[config.mk]
export PLATFORM = sky130hd
export DESIGN_NAME = fb_write_arbiter
export DESIGN_NICKNAME = d
export VERILOG_FILES = /design/src/rtl/fb_write_arbiter.sv
export SDC_FILE = /design/constraint.sdc
export NUM_CORES = 1
export LEC_CHECK = 0
export ABC_AREA = 1
export CORE_MARGIN = 2
export CORE_UTILIZATION = 39
export DETAILED_ROUTE_END_ITERATION = 16
export PLACE_DENSITY = 0.78
export SYNTH_ARGS = -nofsm -noshare
export SYNTH_HDL_FRONTEND = slang
export SYNTH_SLANG_ARGS = --single-unit
[constraint.sdc]
create_clock -name clk -period 3.35 [get_ports clk]
set_input_delay 0.5025 -clock clk [delete_from_list [all_inputs] [get_ports clk]]
set_output_delay 0.5025 -clock clk [all_outputs]
set_load 0.03 [all_outputs]
[src/rtl/fb_write_arbiter.sv]
// Round-robin arbiter sharing the frame-buffer write port between three burst producers.
// Optional macro FBW_VBLANK_GATE_EN: accept writes only while active_pixels is low.
module fb_write_arbiter #(
    parameter int NREQ     = 3,
    parameter int FB_WORDS = 19200
) (
    input  logic                 clk,
    input  logic                 rst,
    input  logic [NREQ-1:0]      req_valid,
    input  logic [NREQ-1:0]      req_last,
    input  logic [15*NREQ-1:0]   req_addr,
    input  logic [24*NREQ-1:0]   req_data,
    output logic [NREQ-1:0]      req_ready,
    input  logic                 active_pixels,
    output logic [14:0]          the_vga_draw_frame_write_mem_address,
    output logic [23:0]          the_vga_draw_frame_write_mem_data,
    output logic                 the_vga_draw_frame_write_a_pixel,
    output logic [1:0]           grant_id,
    output logic [7:0]           drop_count,
    output logic                 dbg_state,
    output logic [1:0]           dbg_rr_ptr
);

    // Handshake: a write from requester i transfers on a rising edge where
    // req_valid[i] & req_ready[i]; req_ready never depends on anything but
    // req_valid, the FSM state, reset and the blanking gate.

    typedef enum logic {IDLE, LOCKED} state_t;

    localparam logic [15:0] FB_LIMIT = 16'(FB_WORDS);

    state_t      state, next_state;
    logic [1:0]  owner, next_owner;
    logic [1:0]  rr_ptr, next_rr;
    logic [1:0]  sel, cand;
    logic        sel_ok;
    logic        gated;
    logic        accept;
    logic        in_range;
    logic [14:0] sel_addr;
    logic [23:0] sel_data;

    function automatic logic [1:0] wrap3(input logic [2:0] v);
        return (v >= 3'd3) ? 2'(v - 3'd3) : v[1:0];
    endfunction

`ifdef FBW_VBLANK_GATE_EN
    assign gated = active_pixels;
`else
    logic unused_active_pixels;
    assign unused_active_pixels = active_pixels;
    assign gated = 1'b0;
`endif

    always_comb begin
        sel        = 2'd0;
        sel_ok     = 1'b0;
        cand       = 2'd0;
        next_state = state;
        next_owner = owner;
        next_rr    = rr_ptr;
        req_ready  = '0;
        grant_id   = 2'd3;
        sel_addr   = '0;
        sel_data   = '0;

        // Scan from the far end so the requester closest to rr_ptr wins last.
        if (state == IDLE) begin
            for (int k = NREQ - 1; k >= 0; k--) begin
                cand = wrap3({1'b0, rr_ptr} + 3'(k));
                if (req_valid[cand]) begin
                    sel    = cand;
                    sel_ok = 1'b1;
                end
            end
        end else begin
            sel    = owner;
            sel_ok = req_valid[owner];
        end

        accept = sel_ok && rst && !gated;

        for (int i = 0; i < NREQ; i++) begin
            if (sel == i[1:0]) begin
                sel_addr = req_addr[i*15 +: 15];
                sel_data = req_data[i*24 +: 24];
            end
        end
        in_range = ({1'b0, sel_addr} < FB_LIMIT);

        if (accept) begin
            req_ready[sel] = 1'b1;
        end

        if (!rst) begin
            grant_id = 2'd3;
        end else if (state == LOCKED) begin
            grant_id = owner;
        end else if (accept) begin
            grant_id = sel;
        end

        if (accept) begin
            if (req_last[sel]) begin
                next_state = IDLE;
                next_rr    = wrap3({1'b0, sel} + 3'd1);
            end else begin
                next_state = LOCKED;
                next_owner = sel;
            end
        end
    end

    always_ff @(posedge clk or negedge rst) begin
        if (!rst) begin
            state  <= IDLE;
            owner  <= 2'd0;
            rr_ptr <= 2'd0;
        end else begin
            state  <= next_state;
            owner  <= next_owner;
            rr_ptr <= next_rr;
        end
    end

    always_ff @(posedge clk or negedge rst) begin
        if (!rst) begin
            the_vga_draw_frame_write_mem_address <= '0;
            the_vga_draw_frame_write_mem_data    <= '0;
            the_vga_draw_frame_write_a_pixel     <= 1'b0;
            drop_count                           <= '0;
        end else begin
            the_vga_draw_frame_write_a_pixel <= accept && in_range;
            if (accept && in_range) begin
                the_vga_draw_frame_write_mem_address <= sel_addr;
                the_vga_draw_frame_write_mem_data    <= sel_data;
            end
            if (accept && !in_range && drop_count != 8'hff) begin
                drop_count <= drop_count + 8'd1;
            end
        end
    end

    assign dbg_state  = state;
    assign dbg_rr_ptr = rr_ptr;

endmodule

-- After elaboration in Yosys (flattened, before gate mapping)
Cells that the tools add are included.
- flip-flop bits (word level): 53
- bits of input ports: 126
- output and inout bits: 56
- word-level logic and storage cells: 74
- $add $sub $neg: 8
- order comparisons: 11
- equality and inequality tests: 3
- muxes and demuxes: 35
- bitwise logic cells: 1
- reduce and logical (&&, ||, !) cells: 9
- operator list (operator ; number):
    two-way mux 24 bit ; 3
    two-way mux 15 bit ; 3
    two-way mux 2 bit ; 11
    < comparator 15 bit, second input constant ; 1
    < comparator 2 x 3 -> 1 bit, second input constant ; 5
    two-way mux 1 bit ; 11
    binary-select mux 1 bit (select 2 bit) ; 5
    greater-or-equal comparator 3 x 2 -> 1 bit, second input constant ; 3
    adder 8 x 1 -> 8 bit, second input constant ; 1
    != test 8 bit, second input constant ; 1
    subtractor 2 bit, second input constant ; 4
    adder 2 x 1 -> 3 bit, second input constant ; 2
    logical AND 1 bit ; 5
    AND reduction 2 bit ; 2
    adder 2 x 2 -> 3 bit, second input constant ; 1
    two-way mux 3 bit ; 1
    demux 1 bit (select 2 bit) ; 1
    equality test 2 x 1 -> 1 bit, second input constant ; 1
    equality test 2 bit, second input constant ; 1
    greater-or-equal comparator 2 x 1 -> 1 bit, second input constant ; 1
    greater-or-equal comparator 2 bit, second input constant ; 1
    zero test 2 bit ; 1
    zero test 1 bit ; 1
    NOT 1 bit ; 1

-- Longest topological paths before layout
- depth after elaboration: 17
- gate-level depth with buffers: 24
- depth with buffers taken out: 22

-- Worst setup path after synthesis
Ideal clock, no wire load.
- kind: reg2reg
- start point: register rr_ptr[0], in the netlist dbg_rr_ptr[0]
- end point: register the_vga_draw_frame_write_mem_address[13]
- setup time: 0.132 ns
- arrival time: 2.973 ns
- required time: 3.218 ns
- slack: 0.245 ns
- cell stages (with the launch flop): 23
- path buffers: 3
- period minus slack after synthesis: 3.105 ns
- cells stage by stage: dfrtp_1 -> inv_1 -> ha_1 -> o21ai_0 -> nand2_1 -> nand2_1 -> nand2_1 -> nand2_1 -> nand2_1 -> nand2_1 -> inv_1 -> ha_1 -> inv_2 -> buf_2 -> nand2_1 -> o22ai_1 -> o21ai_1 -> nand4_1 -> nand3_2 -> buf_6 -> buf_6 -> nand2_1 -> o21ai_0
- longest elaborated chain between the ends: 15
- elaborated cells between the ends (all ways): 34
- those cells by class: 5 x add/sub; 4 x order compare; 2 x eq/ne; 20 x mux; 3 x reduce/logical
- RTL lines (item ; RTL line ; RTL):
    from (decl) ; 34 ; logic [1:0] rr_ptr, next_rr;
    from (signal assigned) ; 122 ; rr_ptr <= next_rr;
    adder 2 x 2 -> 3 bit ; 70 ; cand = wrap3({1'b0, rr_ptr} + 3'(k));
    greater-or-equal comparator 3 x 2 -> 1 bit or subtractor 2 bit (tied branches) ; 44 ; return (v >= 3'd3) ? 2'(v - 3'd3) : v[1:0];
    two-way mux 2 bit ; 44 ;
    binary-select mux 1 bit (select 2 bit) ; 71 ; if (req_valid[cand]) begin
    two-way mux 1 bit (not written as such) ; 71 ;
    two-way mux 2 bit (2 in a row) ; 71 ;
    two-way mux 2 bit (*) ; 71 ;
    two-way mux 2 bit (*) ; 68 ; if (state == IDLE) begin
    via sel[1] ; 35 ; logic [1:0] sel, cand;
    zero test 2 bit ; 84 ; if (sel == i[1:0]) begin
    two-way mux 15 bit (2 in a row) ; 84 ;
    two-way mux 15 bit (*) ; 84 ;
    < comparator 15 bit ; 89 ; in_range = ({1'b0, sel_addr} < FB_LIMIT);
    logical AND 1 bit ; 134 ; if (accept && in_range) begin
    to (signal assigned) ; 135 ; the_vga_draw_frame_write_mem_address <= sel_addr;
    to (decl) ; 15 ; output logic [14:0] the_vga_draw_frame_write_mem_address,
Mark *: on every way through the listed nets, which the timed path passes. The rest lies on a longest branch. The select of a mux whose other input is x is not followed.
A chain may end at the register's enable or synchronous reset.

-- Worst setup path after layout
- start point: register rr_ptr[1], in the netlist dbg_rr_ptr[1]
- end point: register drop_count[7]
- longest elaborated chain between the ends: 17
- elaborated cells between the ends (all ways): 36
- those cells by class: 5 x add/sub; 4 x order compare; 2 x eq/ne; 20 x mux; 5 x reduce/logical
- RTL lines (item ; RTL line ; RTL):
    adder 2 x 2 -> 3 bit ; 70 ;
    greater-or-equal comparator 3 x 2 -> 1 bit or subtractor 2 bit (tied branches) ; 44 ;
    two-way mux 2 bit ; 44 ;
    binary-select mux 1 bit (select 2 bit) ; 71 ;
    two-way mux 1 bit (not written as such) ; 71 ;
    two-way mux 2 bit (2 in a row) ; 71 ;
    two-way mux 2 bit (*) ; 71 ;
    two-way mux 2 bit (*) ; 68 ;
    via sel[0] ; 35 ;
    zero test 2 bit ; 84 ;
    two-way mux 15 bit (2 in a row) ; 84 ;
    two-way mux 15 bit (*) ; 84 ;
    < comparator 15 bit (*) ; 89 ;
    zero test 1 bit (*) ; 138 ; if (accept && !in_range && drop_count != 8'hff) begin
    logical AND 1 bit (*) (2 in a row) ; 138 ;
    to (signal assigned) ; 139 ; drop_count <= drop_count + 8'd1;
    to (decl) ; 19 ; output logic [7:0] drop_count,
Marks and branches as above.

==> results_dict.tcl <==
set metrics [dict create \
    die_width_um 94.9 \
    grt_antenna_before_repair 0 \
    num_io_pins 182 \
    clk_root_buffer_cell "sky130_fd_sc_hd__clkbuf_8" \
    drt_pre_antenna_iters 4 \
    critical_path.startpoint_type "register" \
    worst_slew_margin_rel_pct 55.8 \
    cts-buffers-inserted 5 \
    finalSetupTns_ns 0 \
    timing.final.setup_violations 0 \
    flow.area_growth_from_synthesis_pct 68.1 \
    wire_length_of_the_first_global_routing_pass_um 15900 \
    timing.final.hold_violations 0 \
    dpl.hpwl_um 8220 \
    asyncSetResetFlopFracSynth_pct 100 \
    arrival_ns 3.38 \
    io_buffers 180 \
    path_max_fanout 8 \
    yosysTopAreaCell "sky130_fd_sc_hd__dfrtp_1" \
    clock_latency_ns 0.30 \
    setup.worst_path.class "register to register" \
    yosysMostFrequentCell "sky130_fd_sc_hd__nand2_1" \
    yosysTopAreaCellShare_pct 41.1 \
    grt_usage_pct 22.6 \
    design.die.area_um2 9010 \
    layout_setup_ws_ns 0.215 \
    largest_buffer_count_on_any_clock_path 2 \
    clkSinkCount 53 \
    antenna_cells_inserted 0 \
    floorplan.initialDensity_pct 39.6 \
    drive_above_1_share_pct 9.97 \
    cp_num_buf_inv 6 \
    timing.critical_path.cells "inv_1 > ha_2 > inv_2 > nand2_1 > nand3_1 > a21oi_2 > nand2_1 > nand2_1 > nand2_2 > inv_2 > ha_2 > buf_4 > nand2_1 > nor2_1 > o22ai_1 > o21ai_1 > nand4_1 > buf_4 > nand2_2 > buf_6 > nand3_1 > nand2_1" \
    worstSetupEndpointType "register" \
    via_count_of_the_first_global_routing_pass 3298 \
    critical-path-max-stage-delay_ns 0.46 \
    wire_per_inst_um 15.2 \
    tritoncts "done" \
    clock-skew-final_ns 0.00499 \
    drv_slew 0 \
    dr_total_vias 3740 \
    globalRoute.totalOverflow 0 \
    yosysSeqAreaShare_pct 41.1 \
    die_height_um 94.9 \
    synth_top_cells_by_count "108 x sky130_fd_sc_hd__nand2_1, 53 x sky130_fd_sc_hd__dfrtp_1, 47 x sky130_fd_sc_hd__nor2_1" \
    number_of_placement_rows 33 \
    fin_total_pwr_mw 5.99 \
    yosysUniqueCellTypes 28 \
    dominantRegCellSynth "sky130_fd_sc_hd__dfrtp_1" \
    synth_area_leaders "sky130_fd_sc_hd__dfrtp_1 41%, sky130_fd_sc_hd__nand2_1 13%, sky130_fd_sc_hd__a22oi_1 7.9%" \
    placeableCoreArea_um2 8130 \
    warning_count_from_the_yosys_run 0 \
    place_ws_ns -0.0976 \
    synthCells 435 \
    finish.net_count 754 \
    routabilityCongestion 0.851 \
    critical-path-top-cell-by-count "sky130_fd_sc_hd__nand2_1" \
    vdd_ir_drop_max_mv 0.582 \
    synth_enable_flop_cells 0 \
    route.detailed.vias_per_inst 5.14 \
    clkTransAtPathRegs_ns 0.10 \
    crit_required_ns 3.59 \
    h_tree_levels 2 \
    max-cap-violations 0 \
    static-leakage-power_nw 2.42 \
    hold_path_class "input pin to asynchronous set/reset pin" \
    fmax_ghz 0.319 \
    final_period_minus_worst_setup_slack_ns 3.14 \
    cellPowerDensity_nw_per_um2 1110 \
    drc_violations 0 \
    postSynthAreaPerCell_um2 7.41 \
    timing_worst_slew_pin_value_ns 0.663 \
    outcome "complete, no violations" \
    syn_area_um2 3220 \
    tcrit_tclk_final_pct 93.6 \
    final_antenna_net_count 0 \
    yosys_register_bits 53 \
    reg2reg_slack_ns 0.21 \
    postSynthNetCount 568 \
    critical_path.slowest_cell "sky130_fd_sc_hd__dfrtp_2" \
    timing.critical_path.max_delay_family "simple AND/OR/NAND/NOR gates" \
    route.final.wire_length_um 11100 \
    cts.hold.buffers_added 0 \
    grt_start_max_net_pins 65 \
    first_iter_violations 126 \
]
[cells by family after synthesis]
logic type | synth area share [%]
buf+inv | 7.61
flops | 41.1
simple gates | 24.8
xor+xnor | 1.63
compound gates | 22.1
fa+ha+maj | 2.72
[where the power goes]
group	leakage [nW]	switching (mW)	internal (mW)	total [mW]
Combinational	1.68	2.70	1.79	4.49
Clock	0.0585	0.218	0.224	0.442
Sequential	0.685	0.157	0.902	1.06
[timing repair]
action	4_1_cts	5_1_grt
endpoints found under the hold margin	0	0
setup endpoints to repair	0	49
buffers inserted	0	2
resized for setup	0	27
[state kept, by name (all words and copies together), names as in the netlist]
| register | count |
|---|---|
| drop_count | 8 |
| the_vga_draw_frame_write_mem_address | 15 |
| the_vga_draw_frame_write_mem_data | 24 |
| the_vga_draw_frame_write_a_pixel | 1 |
| dbg_state | 1 |
| owner | 2 |
| dbg_rr_ptr | 2 |
[path summary, 6_finish.rpt]
check / from / to / cells past startpoint
max: dbg_rr_ptr[1] / drop_count[7] / 22
min: rst / the_vga_draw_frame_write_mem_address[9] / 2
max reg2reg: dbg_rr_ptr[1] / drop_count[7] / 22
min reg2reg: the_vga_draw_frame_write_mem_data[17] / the_vga_draw_frame_write_mem_data[17] / 2
max in group asynchronous: rst / dbg_rr_ptr[1] / 2
min in group clk: the_vga_draw_frame_write_mem_data[17] / the_vga_draw_frame_write_mem_data[17] / 2
[layout make-up]
| type | count | area, um^2 |
|---|---|---|
| Fill cell | 696 | 2710 |
| Timing Repair Buffer | 203 | 2000 |
| Multi-Input combinational cell | 328 | 1730 |
| Sequential cell | 53 | 1330 |
| Tap cell | 105 | 131 |
| Inverter | 30 | 115 |
| Clock buffer | 5 | 68.8 |
| Clock inverter | 3 | 43.8 |
[routing by layer]
metal / global-route usage [%] / vias up / wire (um)
met5: 0 / - / 0
met4: 6.64 / 0 / 212
met3: 4.63 / 12 / 705
met1: 28.3 / 1754 / 4590
li1: - / 1845 / -
met2: 39.1 / 129 / 5580
[metrics by stage]
step / area, um^2 / util [%] / hold WS, ns / instances
after CTS: 5290 / 65.0 / 0.422 / 724
after global placement: 5180 / 63.7 / 0.466 / 716
after floorplan: 3220 / - / 0.207 / 435
final: 5420 / 66.6 / 0.401 / 727
after detailed placement: 5180 / 63.7 / 0.473 / 716
after global routing: 5420 / 66.6 / 0.472 / 727
[cell usage in the layout (no fill, tap or decap), types with 2 or more instances in the layout]
| master | Yosys | routed |
|---|---|---|
| sky130_fd_sc_hd__inv_2 | 4 | 6 |
| sky130_fd_sc_hd__clkdlybuf4s50_1 | 0 | 176 |
| sky130_fd_sc_hd__nand3_1 | 24 | 24 |
| sky130_fd_sc_hd__xor2_1 | 4 | 4 |
| sky130_fd_sc_hd__xnor2_1 | 2 | 2 |
| sky130_fd_sc_hd__o22ai_1 | 4 | 2 |
| sky130_fd_sc_hd__clkbuf_8 | 0 | 5 |
| sky130_fd_sc_hd__o22ai_2 | 0 | 2 |
| sky130_fd_sc_hd__dfrtp_1 | 53 | 52 |
| sky130_fd_sc_hd__o21ai_1 | 29 | 32 |
| sky130_fd_sc_hd__buf_4 | 2 | 22 |
| sky130_fd_sc_hd__a21oi_1 | 37 | 35 |
| sky130_fd_sc_hd__nor2_4 | 3 | 3 |
| sky130_fd_sc_hd__ha_2 | 0 | 3 |
| sky130_fd_sc_hd__ha_1 | 7 | 2 |
| sky130_fd_sc_hd__a22oi_1 | 34 | 34 |
| sky130_fd_sc_hd__nor2_1 | 47 | 47 |
| sky130_fd_sc_hd__nand2_1 | 108 | 105 |
| sky130_fd_sc_hd__nand4_1 | 4 | 4 |
| sky130_fd_sc_hd__ha_4 | 0 | 2 |
| sky130_fd_sc_hd__inv_1 | 26 | 23 |
| sky130_fd_sc_hd__nand2_2 | 1 | 3 |
| sky130_fd_sc_hd__o21ai_0 | 17 | 13 |
| sky130_fd_sc_hd__buf_6 | 4 | 2 |
| sky130_fd_sc_hd__a21oi_2 | 0 | 2 |
No activity file was read; power rests on OpenSTA's default activity.
